--- src/rtl/sample_serializer.sv ---
// Buffers signed 16-bit mono samples in a small FIFO and shifts each one out
// MSB-first as a left-justified stereo frame on bclk/lrclk/sdata.
module sample_serializer #(
  parameter int CLK_DIV    = 4,
  parameter int FIFO_DEPTH = 4
) (
  input  logic                          clk,
  input  logic                          reset,
  input  logic [15:0]                   sample_in,
  input  logic                          sample_valid,
  output logic                          fifo_full,
  output logic [$clog2(FIFO_DEPTH):0]   fifo_level,
  output logic                          overflow,
  output logic                          underrun,
  output logic                          bclk,
  output logic                          lrclk,
  output logic                          sdata
);

  localparam int PTR_W = $clog2(FIFO_DEPTH);
  localparam int LVL_W = PTR_W + 1;

  localparam logic [7:0]       DIV_MAX = 8'(CLK_DIV - 1);
  localparam logic [7:0]       DIV_ONE = 8'd1;
  localparam logic [PTR_W-1:0] PTR_ONE = PTR_W'(1);
  localparam logic [LVL_W-1:0] LVL_ONE = LVL_W'(1);
  localparam logic [LVL_W-1:0] DEPTH_L = LVL_W'(FIFO_DEPTH);

  logic [7:0]       div_cnt_q, div_cnt_d;
  logic             bclk_q, bclk_d;
  logic [4:0]       bit_cnt_q, bit_cnt_d;
  logic [15:0]      shreg_q, shreg_d;
  logic             lrclk_q, lrclk_d;
  logic             sdata_q, sdata_d;
  logic [15:0]      mem_q [FIFO_DEPTH];
  logic [15:0]      mem_d [FIFO_DEPTH];
  logic [PTR_W-1:0] wr_ptr_q, wr_ptr_d;
  logic [PTR_W-1:0] rd_ptr_q, rd_ptr_d;
  logic [LVL_W-1:0] level_q, level_d;
  logic             fifo_full_q, fifo_full_d;
  logic             overflow_q, overflow_d;
  logic             underrun_q, underrun_d;

  logic             div_wrap;
  logic             fall;
  logic [4:0]       bit_cnt_next;
  logic             frame_start;
  logic             fifo_empty;
  logic             fifo_is_full;
  logic             push;
  logic             pop;

  always_comb begin
    div_cnt_d    = div_cnt_q;
    bclk_d       = bclk_q;
    bit_cnt_d    = bit_cnt_q;
    shreg_d      = shreg_q;
    lrclk_d      = lrclk_q;
    sdata_d      = sdata_q;
    mem_d        = mem_q;
    wr_ptr_d     = wr_ptr_q;
    rd_ptr_d     = rd_ptr_q;
    level_d      = level_q;

    div_wrap     = (div_cnt_q == DIV_MAX);
    fall         = div_wrap && bclk_q;
    bit_cnt_next = bit_cnt_q + 5'd1;
    frame_start  = fall && (bit_cnt_next == 5'd0);
    fifo_empty   = (level_q == '0);
    fifo_is_full = (level_q == DEPTH_L);

    // A frame-start pop frees a slot, so a write into a full FIFO still lands.
    pop          = frame_start && !fifo_empty;
    push         = sample_valid && (!fifo_is_full || pop);

    if (div_wrap) begin
      div_cnt_d = '0;
      bclk_d    = ~bclk_q;
    end else begin
      div_cnt_d = div_cnt_q + DIV_ONE;
    end

    if (frame_start) begin
      shreg_d = pop ? mem_q[rd_ptr_q] : '0;
    end

    if (fall) begin
      bit_cnt_d = bit_cnt_next;
      lrclk_d   = bit_cnt_next[4];
      sdata_d   = shreg_d[4'd15 - bit_cnt_next[3:0]];
    end

    if (push) begin
      mem_d[wr_ptr_q] = sample_in;
      wr_ptr_d        = wr_ptr_q + PTR_ONE;
    end

    if (pop) begin
      rd_ptr_d = rd_ptr_q + PTR_ONE;
    end

    case ({push, pop})
      2'b10:   level_d = level_q + LVL_ONE;
      2'b01:   level_d = level_q - LVL_ONE;
      default: level_d = level_q;
    endcase

    fifo_full_d = (level_d == DEPTH_L);
    overflow_d  = sample_valid && !push;
    underrun_d  = frame_start && fifo_empty;
  end

  always_ff @(posedge clk or negedge reset) begin
    if (!reset) begin
      div_cnt_q   <= '0;
      bclk_q      <= 1'b0;
      bit_cnt_q   <= 5'd31;
      shreg_q     <= '0;
      lrclk_q     <= 1'b0;
      sdata_q     <= 1'b0;
      for (int i = 0; i < FIFO_DEPTH; i++) begin
        mem_q[i] <= '0;
      end
      wr_ptr_q    <= '0;
      rd_ptr_q    <= '0;
      level_q     <= '0;
      fifo_full_q <= 1'b0;
      overflow_q  <= 1'b0;
      underrun_q  <= 1'b0;
    end else begin
      div_cnt_q   <= div_cnt_d;
      bclk_q      <= bclk_d;
      bit_cnt_q   <= bit_cnt_d;
      shreg_q     <= shreg_d;
      lrclk_q     <= lrclk_d;
      sdata_q     <= sdata_d;
      for (int i = 0; i < FIFO_DEPTH; i++) begin
        mem_q[i] <= mem_d[i];
      end
      wr_ptr_q    <= wr_ptr_d;
      rd_ptr_q    <= rd_ptr_d;
      level_q     <= level_d;
      fifo_full_q <= fifo_full_d;
      overflow_q  <= overflow_d;
      underrun_q  <= underrun_d;
    end
  end

  assign bclk       = bclk_q;
  assign lrclk      = lrclk_q;
  assign sdata      = sdata_q;
  assign fifo_level = level_q;
  assign fifo_full  = fifo_full_q;
  assign overflow   = overflow_q;
  assign underrun   = underrun_q;

endmodule

--- config.mk ---
export PLATFORM = sky130hd
export DESIGN_NAME = sample_serializer
export DESIGN_NICKNAME = d
export VERILOG_FILES = /design/src/rtl/sample_serializer.sv
export SDC_FILE = /design/constraint.sdc
export NUM_CORES = 1
export LEC_CHECK = 0
export ABC_AREA = 1
export CORE_ASPECT_RATIO = 1.4
export CORE_MARGIN = 5
export CORE_UTILIZATION = 30
export CTS_BUF_LIST = sky130_fd_sc_hd__clkbuf_16
export DETAILED_ROUTE_END_ITERATION = 6
export PLACE_DENSITY = 0.56
export SYNTH_ARGS = -nofsm -noshare
export SYNTH_HDL_FRONTEND = slang
export SYNTH_SLANG_ARGS = --single-unit
--- constraint.sdc ---
create_clock -name clk -period 6.24 [get_ports clk]
set_input_delay 1.248 -clock clk [delete_from_list [all_inputs] [get_ports clk]]
set_output_delay 1.248 -clock clk [all_outputs]
set_load 0.03 [all_outputs]
== Word-level counts from Yosys, hierarchy flattened ==
Index checks and enable logic that the tools add are counted.

* Bits in registers: 106
* Latch bits: 0
* RAM bits: 0
* Bits in read-only memories: 0
* Word-level logic and storage cells: 60
* Memories kept: 0

* Add/sub/neg operators: 7
* $mul: 0
* Divide/modulo/power cells: 0
* Order comparisons: 4
* Equality and inequality tests: 5
* Shift-type cells: 0
* Muxes and demuxes: 12
* Bitwise operators: 3
* Reduce and logical (&&, ||, !) cells: 13

{| class="wikitable"
|+ Operators by type and width
! operator !! count
|-
| 2-to-1 mux 16 bit || 5
|-
| bitwise mux 64 bit || 1
|-
| binary-select mux 16 bit (select 2 bit) || 1
|-
| demux 16 bit (select 2 bit) || 1
|-
| adder 8 x 1 -> 8 bit (second input constant) || 1
|-
| equality test 8 x 2 -> 1 bit (second input constant) || 1
|-
| 2-to-1 mux 8 bit || 1
|-
| logical AND 1 bit || 7
|-
| equality test 3 bit (second input constant) || 2
|-
| >= comparator 3 bit (second input constant) || 2
|-
| NOT 2 -> 3 bit || 2
|-
| one-hot mux 3 bit (2 select lines) || 1
|-
| adder 5 x 1 -> 5 bit (second input constant) || 1
|-
| logical NOT 5 bit || 1
|-
| less-than comparator 4 x 5 -> 1 bit (second input constant) || 1
|-
| adder 2 x 1 -> 2 bit (second input constant) || 2
|-
| binary-select mux 1 bit (select 4 bit) || 1
|-
| subtractor 4 bit (first input constant) || 1
|-
| adder 3 x 1 -> 3 bit (second input constant) || 1
|-
| logical NOT 1 bit || 3
|-
| logical NOT 3 bit || 1
|-
| less-than comparator 3 x 1 -> 1 bit (second input constant) || 1
|-
| subtractor 3 x 1 -> 3 bit (second input constant) || 1
|-
| equality test 2 x 1 -> 1 bit (second input constant) || 1
|-
| other kinds (4) || 4
|}

== Logic depth before layout (Yosys ltp) ==
Gate-level depths: netlist of the first run.

* Depth in word-level cells: 9
* Depth in mapped cells: 15
* Depth with buffers taken out: 15

== Least setup slack after synthesis of the first run ==
No wires, ideal clock.

* Path type: reg2reg
* Start: register bit_cnt_q[1]
* End: register level_q[2] (netlist: fifo_level[2])
* Library setup time: 0.124 ns
* Arrival time: 2.279 ns
* Required time: 6.116 ns
* Setup slack: 3.837 ns
* Cell stages (with the launch flop): 13
* Buffers on the path: 0
* Period minus slack after synthesis: 2.403 ns
* Cell sequence: dfstp_2 > ha_1 > inv_1 > nand2_1 > nand3_1 > nor2_4 > nand3_2 > inv_1 > nand2_1 > fa_1 > mux2i_1 > xor2_1 > inv_1

* Word-level cells in the longest chain between the ends: 8
* Elaborated cells between the ends (all ways): 9

{| class="wikitable"
|+ RTL lines
! what !! RTL line !! source
|-
| from (decl) || 31 || <nowiki>logic [4:0] bit_cnt_q, bit_cnt_d;</nowiki>
|-
| from (signal assigned) || 133 || <nowiki>bit_cnt_q <= bit_cnt_d;</nowiki>
|-
| adder 5 x 1 -> 5 bit (*) || 67 || <nowiki>bit_cnt_next = bit_cnt_q + 5'd1;</nowiki>
|-
| logical NOT 5 bit (*) || 68 || <nowiki>frame_start = fall && (bit_cnt_next == 5'd0);</nowiki>
|-
| logical AND 1 bit (*) || 68 ||
|-
| logical AND 1 bit (*) || 73 || <nowiki>pop = frame_start && !fifo_empty;</nowiki>
|-
| logical OR 1 bit || 74 || <nowiki>push = sample_valid && (!fifo_is_full || pop);</nowiki>
|-
| logical AND 1 bit || 74 ||
|-
| equality test 2 x 1 -> 1 bit / equality test 2 bit (equally long branches) || 102 || <nowiki>case ({push, pop})</nowiki>
|-
| one-hot mux 3 bit (2 select lines) (*) || 102 ||
|-
| named net level_d[2] || 39 || <nowiki>logic [LVL_W-1:0] level_q, level_d;</nowiki>
|-
| to (signal assigned) || 142 || <nowiki>level_q <= level_d;</nowiki>
|-
| to (decl) || 39 ||
|}

The timed path passes the listed nets; every way through them passes the cells marked *.
A chain may end at the register's enable or synchronous reset.

== Worst setup path after layout of the first run ==
* Start: register rd_ptr_q[0]
* End: register sdata_q (netlist: sdata)

* Word-level cells in the longest chain between the ends: 8

{| class="wikitable"
|+ RTL lines
! what !! RTL line !! source
|-
| from (decl) || 38 || <nowiki>logic [PTR_W-1:0] rd_ptr_q, rd_ptr_d;</nowiki>
|-
| from (signal assigned) || 141 || <nowiki>rd_ptr_q <= rd_ptr_d;</nowiki>
|-
| NOT 2 -> 3 bit (implied by the code) || 84 || <nowiki>shreg_d = pop ? mem_q[rd_ptr_q] : '0;</nowiki>
|-
| binary-select mux 16 bit (select 2 bit) || 84 ||
|-
| 2-to-1 mux 16 bit (implied by the code) (2 in series) || 84 ||
|-
| 2-to-1 mux 16 bit || 84 ||
|-
| 2-to-1 mux 16 bit || 83 || <nowiki>if (frame_start) begin</nowiki>
|-
| binary-select mux 1 bit (select 4 bit) || 90 || <nowiki>sdata_d = shreg_d[4'd15 - bit_cnt_next[3:0]];</nowiki>
|-
| 2-to-1 mux 1 bit (implied by the code) || 90 ||
|-
| to (signal assigned) || 136 || <nowiki>sdata_q <= sdata_d;</nowiki>
|-
| to (decl) || 34 || <nowiki>logic sdata_q, sdata_d;</nowiki>
|}

Every way passes these cells. The select of a mux whose other input is x is not followed.

==> impl_metrics.yaml, run 1 <==
run_status:
  outcome: "finished clean"
timing:
  hold_slack_ps: 471
  setup_viol: 0
  finalHoldViolCount: 0
  fmax_mhz: 294
  period_needed_ps: 3400
  clock_skew_ps: 6.47
  setup_tns_ps: 0
  slew_viol_final: 0
  fin_crit_sh_pct: 54.6
  rsz0062_at_grt: "no"
  tightest_slew_ps: 1080
  slew_headroom_pct: 27.5
setup_path:
  cp_max_fo: 34
  rr_worst_depth: 11
  r2r_end: "sdata"
  arrival_ps: 3630
  cp-start-kind: "flip-flop"
  r2r-start: "rd_ptr_q[0]"
  critPathRequiredTime_ps: 6460
  ff2ff_setup_slack_ps: 2840
  crit_path_end_kind: "flip-flop"
  critPathKind: "reg2reg"
synth:
  synth_xor_area_share_pct: 1.92
  synth_area_leader_cell: "dfrtp_1"
  ys_types: 32
  async_reset_ff_share_pct: 100
  synth_mux_area_share_pct: 0.202
  synth_top_family_by_area: "simple AND/OR/NAND/NOR gates"
  synth.top_cell.area_share_pct: 50.9
  synth_compound_area_share_pct: 10.8
  yosysMostFrequentCell: "nand2_1"
  synthCells: 592
  syn-num-nets: 619
  yosysWarnings: 0
  synthTopCellsByCount: "nand2_1 (179), dfrtp_1 (101), o21ai_0 (78)"
  synth-edff-count: 0
  ys_seq_area_share_pct: 53.6
  synth_area_leaders: "dfrtp_1 (51%), nand2_1 (14%), o21ai_0 (7.9%)"
  yosys.area_share.simple_pct: 24.9
  syn_area_per_cell_sq_um: 8.38
  synth_area_sq_um: 4960
  synth_seq_cells: 106
  synthAdderAreaFrac_pct: 2.17
  synth_flop_cell: "dfrtp_1"
pwr:
  p_int_w: 0.00139
  totalPowerFinal_w: 0.00206
  pwr-share-comb_pct: 24.0
  p_sw_w: 0.000675
  p_sw_share_pct: 32.7
  power_frac_seq_pct: 49.4
  peakVddDrop_mv: 0.131
  p_clk_share_pct: 26.5
  p_per_area_nw_per_um2: 364
  p_leak_nw: 2.85
drt:
  post-route-drc-count: 0
  first_iter_violations: 188
  wl_um: 10600
  ant_nets: 0
  via_per_inst: 4.73
  drtPass1Iterations: 4
  num_vias: 3830
  routedWlPerCell_um: 13.1
place:
  hpwl_um: 7330
  dp_cells: 793
  numPortBuffers: 27
  dpl_cell_area_sq_um: 5380
  gp_congestion: 0.782
clock_network:
  clkSlewWorstSetupHoldPaths_ps: 70
  clk_latency_ps: 340
  cts_root_buffer: "clkbuf_16"
  cts_hold_buf: 0
  htree_levels: 3
  cts_tree: "yes"
  clk_path_buf_depth: 2
  clkSinkCount: 106
  cts_setup_buffers: 0
  ctsResizeCount: 0
  cts_made_buffers: 9
cells_and_area:
  area_growth_pct: 14.3
  final_cells: 809
  layout.nets: 632
  diodes: 0
  fin_area_sq_um: 5670
  layout-drive-gt1-share_pct: 6.56
die:
  start_util_pct: 30.6
  core-area_sq_um: 16200
  fp.dieH_um: 162
  die_w_um: 119
  boundaryPins: 28
  die-area_sq_um: 19200
  fp-row-count: 55
global_routing:
  grt_max_degree: 71
  grt_pass1_vias: 3885
  grt_first_pass_wirelength_um: 18700
  grt.overflow.total: 0
  grt_antenna_before_repair: 0
  grt_use_total_pct: 11.5
worst_hold_path:
  hp-start: "div_cnt_q[0]"
  min_to: "div_cnt_q[0]"
  hp-class: "reg2reg"
  holdPathStages: 1
run:
  drv_cap: 0
## cells by family after synthesis
| family | after synthesis |
|---|---|
| simple gates | 279 |
| compound gates | 106 |
| flops | 106 |
| buf+inv | 82 |
| xor+xnor | 10 |
| fa+ha+maj | 8 |
| mux | 1 |
## worst max-delay path by stage
| stage | start | endpoint | slack, ps | depth (start not counted) |
|---|---|---|---|---|
| 6_report | rd_ptr_q[0] | sdata | 2840 | 11 |
| 5_1_grt | rd_ptr_q[0] | sdata | 2420 | 11 |
| 4_1_cts | rd_ptr_q[0] | sdata | 2820 | 11 |
| 3_5_place_dp | rd_ptr_q[0] | sdata | 2850 | 11 |
| 3_3_place_gp | rd_ptr_q[0] | sdata | 2970 | 11 |
| 2_1_floorplan | bit_cnt_q[1] | fifo_level[2] | 3840 | 12 |
## flip-flops by register name, indices dropped and copies added, names as in the netlist
register,flops
rd_ptr_q,2
bit_cnt_q,5
lrclk,1
div_cnt_q,8
wr_ptr_q,2
overflow,1
fifo_full,1
underrun,1
shreg_q,16
bclk,1
sdata,1
mem_q,64
fifo_level,3
## stage by stage
stage	utilization (%)	worst slack, ps
final	34.9	2840
after global routing	34.9	2420
after CTS	34.9	2820
after detailed placement	33.2	2850
after global placement	33.2	2970
after floorplan	-	3840
## layout make-up
type                       count  area [sq um]
clock buffer                   9           225
clock inverter                 7          61.3
fill                        1693         10600
inverter                      56           213
multi-input combinational    404          1990
sequential                   106          2660
tap                          199           249
timing repair buffer          28           275
## power groups by stage
| stage | Sequential (W) | Combinational, W | Clock [W] |
|---|---|---|---|
| 2_1_floorplan | 0.00102 | 0.000337 | 0 |
| 3_3_place_gp | 0.00103 | 0.000483 | 0 |
| 3_5_place_dp | 0.00103 | 0.000506 | 0 |
| 4_1_cts | 0.00102 | 0.000507 | 0.000567 |
| 5_1_grt | 0.00105 | 0.000580 | 0.000596 |
| 6_report | 0.00102 | 0.000496 | 0.000548 |
## placed cells by master, fill, tap and decap left out, types with 2 or more instances in the layout
| cell type | n |
|---|---|
| nand2_1 | 179 |
| dfrtp_1 | 101 |
| o21ai_0 | 78 |
| inv_1 | 50 |
| nand3_1 | 37 |
| nor2_1 | 27 |
| clkdlybuf4s50_1 | 26 |
| a21oi_1 | 24 |
| nand4_1 | 18 |
| clkbuf_16 | 9 |
| xor2_1 | 7 |
| ha_1 | 7 |
| clkinv_1 | 5 |
| dfstp_2 | 5 |
| nand2_2 | 4 |
| inv_2 | 4 |
| nand2_4 | 3 |
| nor3_1 | 3 |
| nor2_4 | 2 |
| o211ai_1 | 2 |
| o22ai_1 | 2 |
| xnor2_1 | 2 |
| buf_4 | 2 |
## per-layer routing
layer	global-route usage [%]	up-vias	share of wire [%]
li1	-	1927	-
met1	14.3	1841	46
met2	20.6	57	50
met3	2.09	5	2.7
met4	2.85	0	0.71
met5	0	-	0
## worst max-delay path, stage by stage, from the launching register on
cell	delay, ps
dfrtp_1	1020
clkinv_1	1070
o211ai_1	480
nand2_1	100
nand4_1	120
nand3_1	100
nand3_1	90
nand3_1	70
nand3_1	80
nand2_1	60
nand2_1	50
nand2_1	50
(Power assumes the default switching activity.)
==> run 2, diff against run 1 <==
--- a/config.mk
+++ b/config.mk
@@ -11,7 +11,7 @@
 export CORE_UTILIZATION = 30
 export CTS_BUF_LIST = sky130_fd_sc_hd__clkbuf_16
 export DETAILED_ROUTE_END_ITERATION = 6
-export PLACE_DENSITY = 0.56
+export PLACE_DENSITY = 0.57
 export SYNTH_ARGS = -nofsm -noshare
 export SYNTH_HDL_FRONTEND = slang
 export SYNTH_SLANG_ARGS = --single-unit
==> constraint.sdc (replaced) <==
create_clock -name clk -period 3.1 [get_ports clk]
set_input_delay 0.62 -clock clk [delete_from_list [all_inputs] [get_ports clk]]
set_output_delay 0.62 -clock clk [all_outputs]
set_load 0.03 [all_outputs]
==> run 2 against run 1 <==
First-iteration DRC count is 35% higher. Maximum frequency is 28% higher. Cell count up 1.1%. Sequential share of layout area fell by 0.55 points. Critical path depth up 1. Worst hold slack got worse by 120 ps. Register-to-register slack worse by 2400 ps. Largest cell class unchanged.
==> impl_metrics.yaml, run 2 (same netlist as run 1, synthesis figures left out) <==
die:
  start_util_pct: 30.6
  fp-row-count: 55
  core-area_sq_um: 16200
  boundaryPins: 28
  fp.dieH_um: 162
  die-area_sq_um: 19200
  die_w_um: 119
place:
  hpwl_um: 7360
  gp_congestion: 0.816
  dp_cells: 803
  numPortBuffers: 27
clock_network:
  cts_setup_buffers: 0
  ctsResizeCount: 0
  cts_tree: "yes"
  cts_hold_buf: 0
  clk_latency_ps: 350
  clk_path_buf_depth: 2
  htree_levels: 3
  cts_root_buffer: "clkbuf_16"
  clkSinkCount: 106
  cts_made_buffers: 9
  clkSlewWorstSetupHoldPaths_ps: 70
timing:
  tightest_slew_ps: 956
  slew_headroom_pct: 35.9
  period_needed_ps: 2660
  fmax_mhz: 375
  clock_skew_ps: 7.09
  slew_viol_final: 0
  rsz0062_at_grt: "no"
  setup_tns_ps: 0
  fin_crit_sh_pct: 86.0
  setup_viol: 0
  finalHoldViolCount: 0
cells_and_area:
  layout_commonest_cell: "nand2_1"
  largest_registers: "mem_q x64, shreg_q x16, div_cnt_q x8"
  final_cell_mix: "nand2_1 (179), dfrtp_1 (101), o21ai_0 (78)"
  diodes: 0
  area_growth_pct: 15.6
  final_cells: 818
  layout.nets: 642
  layout-drive-gt1-share_pct: 8.24
  largest_register_ffs: 64
  largest_register: "mem_q"
setup_path:
  cp_max_fo: 18
  path_common_cell: "inv_1"
  critPathKind: "reg2reg"
  worstPathCellList: "ha_1 -> nand2_2 -> nor2_4 -> nand3_4 -> nor2_8 -> nand3_2 -> inv_1 -> nand2_1 -> fa_1 -> mux2i_1 -> xor2_1 -> inv_1"
  critPathRequiredTime_ps: 3330
  cpMaxStageDelayCell: "fa_1"
  crit_path_end_kind: "flip-flop"
  cp-start-kind: "flip-flop"
  arrival_ps: 2900
  cp_slowest_stage_delay_ps: 410
worst_hold_path:
  hp-class: "in2async"
run_status:
  outcome: "finished clean"
drt:
  drtPass1Iterations: 4
  post-route-drc-count: 0
  wl_um: 11100
  ant_nets: 0
  routedWlPerCell_um: 13.5
  num_vias: 3921
  first_iter_violations: 254
  via_per_inst: 4.79
global_routing:
  grt_first_pass_wirelength_um: 19300
  grt_use_total_pct: 12.1
  grt_max_degree: 107
  grt.overflow.total: 0
  grt_antenna_before_repair: 0
  grt_pass1_vias: 4146
pwr:
  peakVddDrop_mv: 0.254
  p_per_area_nw_per_um2: 720
  p_leak_nw: 2.89
run:
  drv_cap: 0
run 2: cell types whose count changed in the layout (fill, tap and decap cells not counted), sizes merged:
| cell | previous run | this run |
|---|---|---|
| buf | 2 | 12 |
| bufinv | 1 | 0 |
run 2: cell type report:
cell class,count,area [sq um]
clock buffer,9,225
inverter,56,213
clock inverter,6,41.3
sequential,106,2660
tap,199,249
fill,1667,10500
multi-input combinational,404,1990
timing repair buffer,38,363
run 2: layer usage:
metal | global-route usage [%] | share of wire (%) | vias to the layer above
met3 | 2.16 | 3.3 | 19
met4 | 5.32 | 1.9 | 0
li1 | - | - | 1954
met1 | 14.4 | 44 | 1879
met5 | 0 | 0 | -
met2 | 21.2 | 51 | 69
run 2: final timing paths:
check	startpoint	endpoint	slack (ps)	cells past startpoint
max	div_cnt_q[0]	fifo_level[2]	440	12
max reg2reg	div_cnt_q[0]	fifo_level[2]	440	12
min in group clk	div_cnt_q[0]	div_cnt_q[0]	460	1
min	reset	fifo_full	350	2
min reg2reg	div_cnt_q[0]	div_cnt_q[0]	460	1
max in group asynchronous	reset	mem_q[6]	2340	2
run 2: report_power, final:
| part | leakage [nW] | total, W | switching [W] | internal, W |
|---|---|---|---|---|
| clock | 0.131 | 0.00105 | 0.000504 | 0.000542 |
| combinational | 1.40 | 0.00105 | 0.000655 | 0.000394 |
| sequential | 1.36 | 0.00204 | 0.000229 | 0.00181 |
| total | 2.89 | 0.00413 | 0.00139 | 0.00274 |
run 2: worst max-delay path, delay by kind of cell, from the launching register on:
family | cells | cell delay (ps)
XOR/XNOR | 1 | 230
adder cells (fa/ha/maj) | 2 | 660
buffers and inverters | 2 | 180
flip-flops | 1 | 370
multiplexers | 1 | 200
AND/OR/NAND/NOR | 6 | 910
run 2: stage by stage:
stage                     total power (W)  setup slack, ps  area, sq um  hold WS, ps  util (%)
after floorplan                   0.00273              697         4960          324         -
after global placement            0.00305              549         5470          442      33.7
after detailed placement          0.00313              467         5470          455      33.7
after CTS                         0.00420              421         5740          362      35.3
after global routing              0.00446              206         5740          394      35.3
final                             0.00413              435         5740          350      35.3
==> run 3, diff against run 2 <==
--- a/config.mk
+++ b/config.mk
@@ -6,12 +6,14 @@
 export NUM_CORES = 1
 export LEC_CHECK = 0
 export ABC_AREA = 1
+export CELL_PAD_IN_SITES_DETAIL_PLACEMENT = 1
+export CELL_PAD_IN_SITES_GLOBAL_PLACEMENT = 1
 export CORE_ASPECT_RATIO = 1.4
 export CORE_MARGIN = 5
 export CORE_UTILIZATION = 30
 export CTS_BUF_LIST = sky130_fd_sc_hd__clkbuf_16
 export DETAILED_ROUTE_END_ITERATION = 6
-export PLACE_DENSITY = 0.57
+export PLACE_DENSITY = 0.69
 export SYNTH_ARGS = -nofsm -noshare
 export SYNTH_HDL_FRONTEND = slang
 export SYNTH_SLANG_ARGS = --single-unit
==> run 3 against run 2 <==
Clock-buffer cell count did not move. Design area grew 0.31%. Core utilization is 0.11 points higher. Worst setup slack lost 81 ps. Combinational power about the same. Largest cell class unchanged.
==> impl_metrics.yaml, run 3 (same netlist as run 1, synthesis figures left out) <==
run_status:
  outcome: "finished clean"
clock_network:
  clkSlewWorstSetupHoldPaths_ps: 70
  cts_tree: "yes"
  cts_root_buffer: "clkbuf_16"
  cts_made_buffers: 9
  clk_path_buf_depth: 2
  clk_latency_ps: 350
  cts_hold_buf: 0
  htree_levels: 3
  ctsResizeCount: 0
  cts_setup_buffers: 0
  clkSinkCount: 106
setup_path:
  ff2ff_setup_slack_ps: 350
  cp_max_fo: 13
  path_common_cell: "inv_1"
  r2r-start: "bit_cnt_q[0]"
  critPathRequiredTime_ps: 3330
  worstPathCellList: "ha_1 -> inv_1 -> nand2_1 -> nand3_1 -> nor2_4 -> nand3_2 -> inv_1 -> nand2_1 -> fa_1 -> mux2i_1 -> xor2_1 -> inv_1"
  cp-start-kind: "flip-flop"
  crit_end: "fifo_level[2]"
  cp_slowest_stage_delay_ps: 690
  critPathKind: "reg2reg"
  r2r_end: "fifo_level[2]"
  cpMaxStageDelayCell: "dfstp_2"
  crit_path_end_kind: "flip-flop"
  arrival_ps: 2970
  crit_path_start: "bit_cnt_q[0]"
  rr_worst_depth: 12
place:
  dp_cells: 804
  dpl_cell_area_sq_um: 5480
  hpwl_um: 8360
  gp_congestion: 0.811
  numPortBuffers: 27
drt:
  drtPass1Iterations: 4
  num_vias: 3977
  wl_um: 12200
  first_iter_violations: 162
  routedWlPerCell_um: 14.8
  via_per_inst: 4.85
  ant_nets: 0
  post-route-drc-count: 0
pwr:
  p_sw_w: 0.00144
  pwr-share-comb_pct: 25.4
  p_leak_nw: 2.89
  power_frac_seq_pct: 48.7
  p_int_w: 0.00275
  p_per_area_nw_per_um2: 728
  p_clk_share_pct: 26.0
  peakVddDrop_mv: 0.235
  p_sw_share_pct: 34.3
die:
  fp.dieH_um: 162
  die-area_sq_um: 19200
  start_util_pct: 30.6
  boundaryPins: 28
  fp-row-count: 55
  die_w_um: 119
  core-area_sq_um: 16200
cells_and_area:
  layout_commonest_cell: "nand2_1"
  largest_registers: "mem_q x64, shreg_q x16, div_cnt_q x8"
  final_cell_mix: "nand2_1 (179), dfrtp_1 (101), o21ai_0 (78)"
  fin_area_sq_um: 5760
  diodes: 0
  layout-drive-gt1-share_pct: 8.53
  layout.nets: 643
  fill_cells: 1977
  largest_register: "mem_q"
  area_growth_pct: 16.0
  largest_register_ffs: 64
  final_cells: 820
timing:
  setup_viol: 0
  rsz0062_at_grt: "no"
  fmax_mhz: 364
  clock_skew_ps: 9.59
  period_needed_ps: 2750
  tightest_slew_ps: 999
  fin_crit_sh_pct: 88.6
  slew_headroom_pct: 33.0
  finalHoldViolCount: 0
  slew_viol_final: 0
  setup_tns_ps: 0
run:
  drv_cap: 0
global_routing:
  grt_pass1_vias: 4353
  grt.overflow.total: 0
  grt_max_degree: 57
  grt_antenna_before_repair: 0
  grt_first_pass_wirelength_um: 21400
  grt_use_total_pct: 13.6
worst_hold_path:
  hp-class: "in2async"
==> run 3: changes by cell type in the layout (fill, tap and decap cells not counted), sizes merged <==
cell / before / now
buf: 12 / 13
clkinvlp: 1 / 2
==> run 3: worst min-delay path by stage <==
stage	from	cells past startpoint	to	slack, ps
after floorplan	reset	0	bclk	320
final	reset	1	fifo_full	350
after CTS	reset	1	mem_q[16]	360
after global placement	div_cnt_q[0]	1	div_cnt_q[0]	450
after detailed placement	div_cnt_q[0]	1	div_cnt_q[0]	460
after global routing	reset	1	mem_q[16]	410
==> run 3: power groups by stage <==
stage | Clock [W] | Combinational (W) | Sequential [W]
after global routing | 0.00118 | 0.00124 | 0.00209
after detailed placement | 0 | 0.00109 | 0.00207
after global placement | 0 | 0.00101 | 0.00204
after floorplan | 0 | 0.000678 | 0.00206
final | 0.00109 | 0.00106 | 0.00204
after CTS | 0.00113 | 0.00110 | 0.00204
==> run 3: critical path, delay by kind of cell (launching register included) <==
kind	cells	cell delay, ps
buf+inv	3	250
mux	1	190
xor+xnor	1	260
simple gates	5	580
flops	1	690
fa+ha+maj	2	670
==> run 3: area by class of cell <==
class,count,area [sq um],area share (%)
Sequential cell,106,2660,46.2
Multi-Input combinational cell,404,1990,34.5
Timing Repair Buffer,39,370,6.43
Tap cell,199,249,4.33
Clock buffer,9,225,3.91
Inverter,56,213,3.70
Clock inverter,7,51.3,0.891
==> run 3: metal layers <==
layer	GRT usage, %	wire, um
met4	5.27	287
met3	2.02	263
met2	24.6	6330
met5	0	0
met1	16.1	5290
==> run 3: metrics by stage <==
step           setup WS, ps  hold WS, ps  total power (W)  utilization (%)
6_report                355          348          0.00419             35.4
5_1_grt                 150          410          0.00451             35.4
4_1_cts                 314          365          0.00427             35.4
3_5_place_dp            357          459          0.00316             33.7
3_3_place_gp            540          446          0.00305             33.7
2_1_floorplan           697          324          0.00273                -
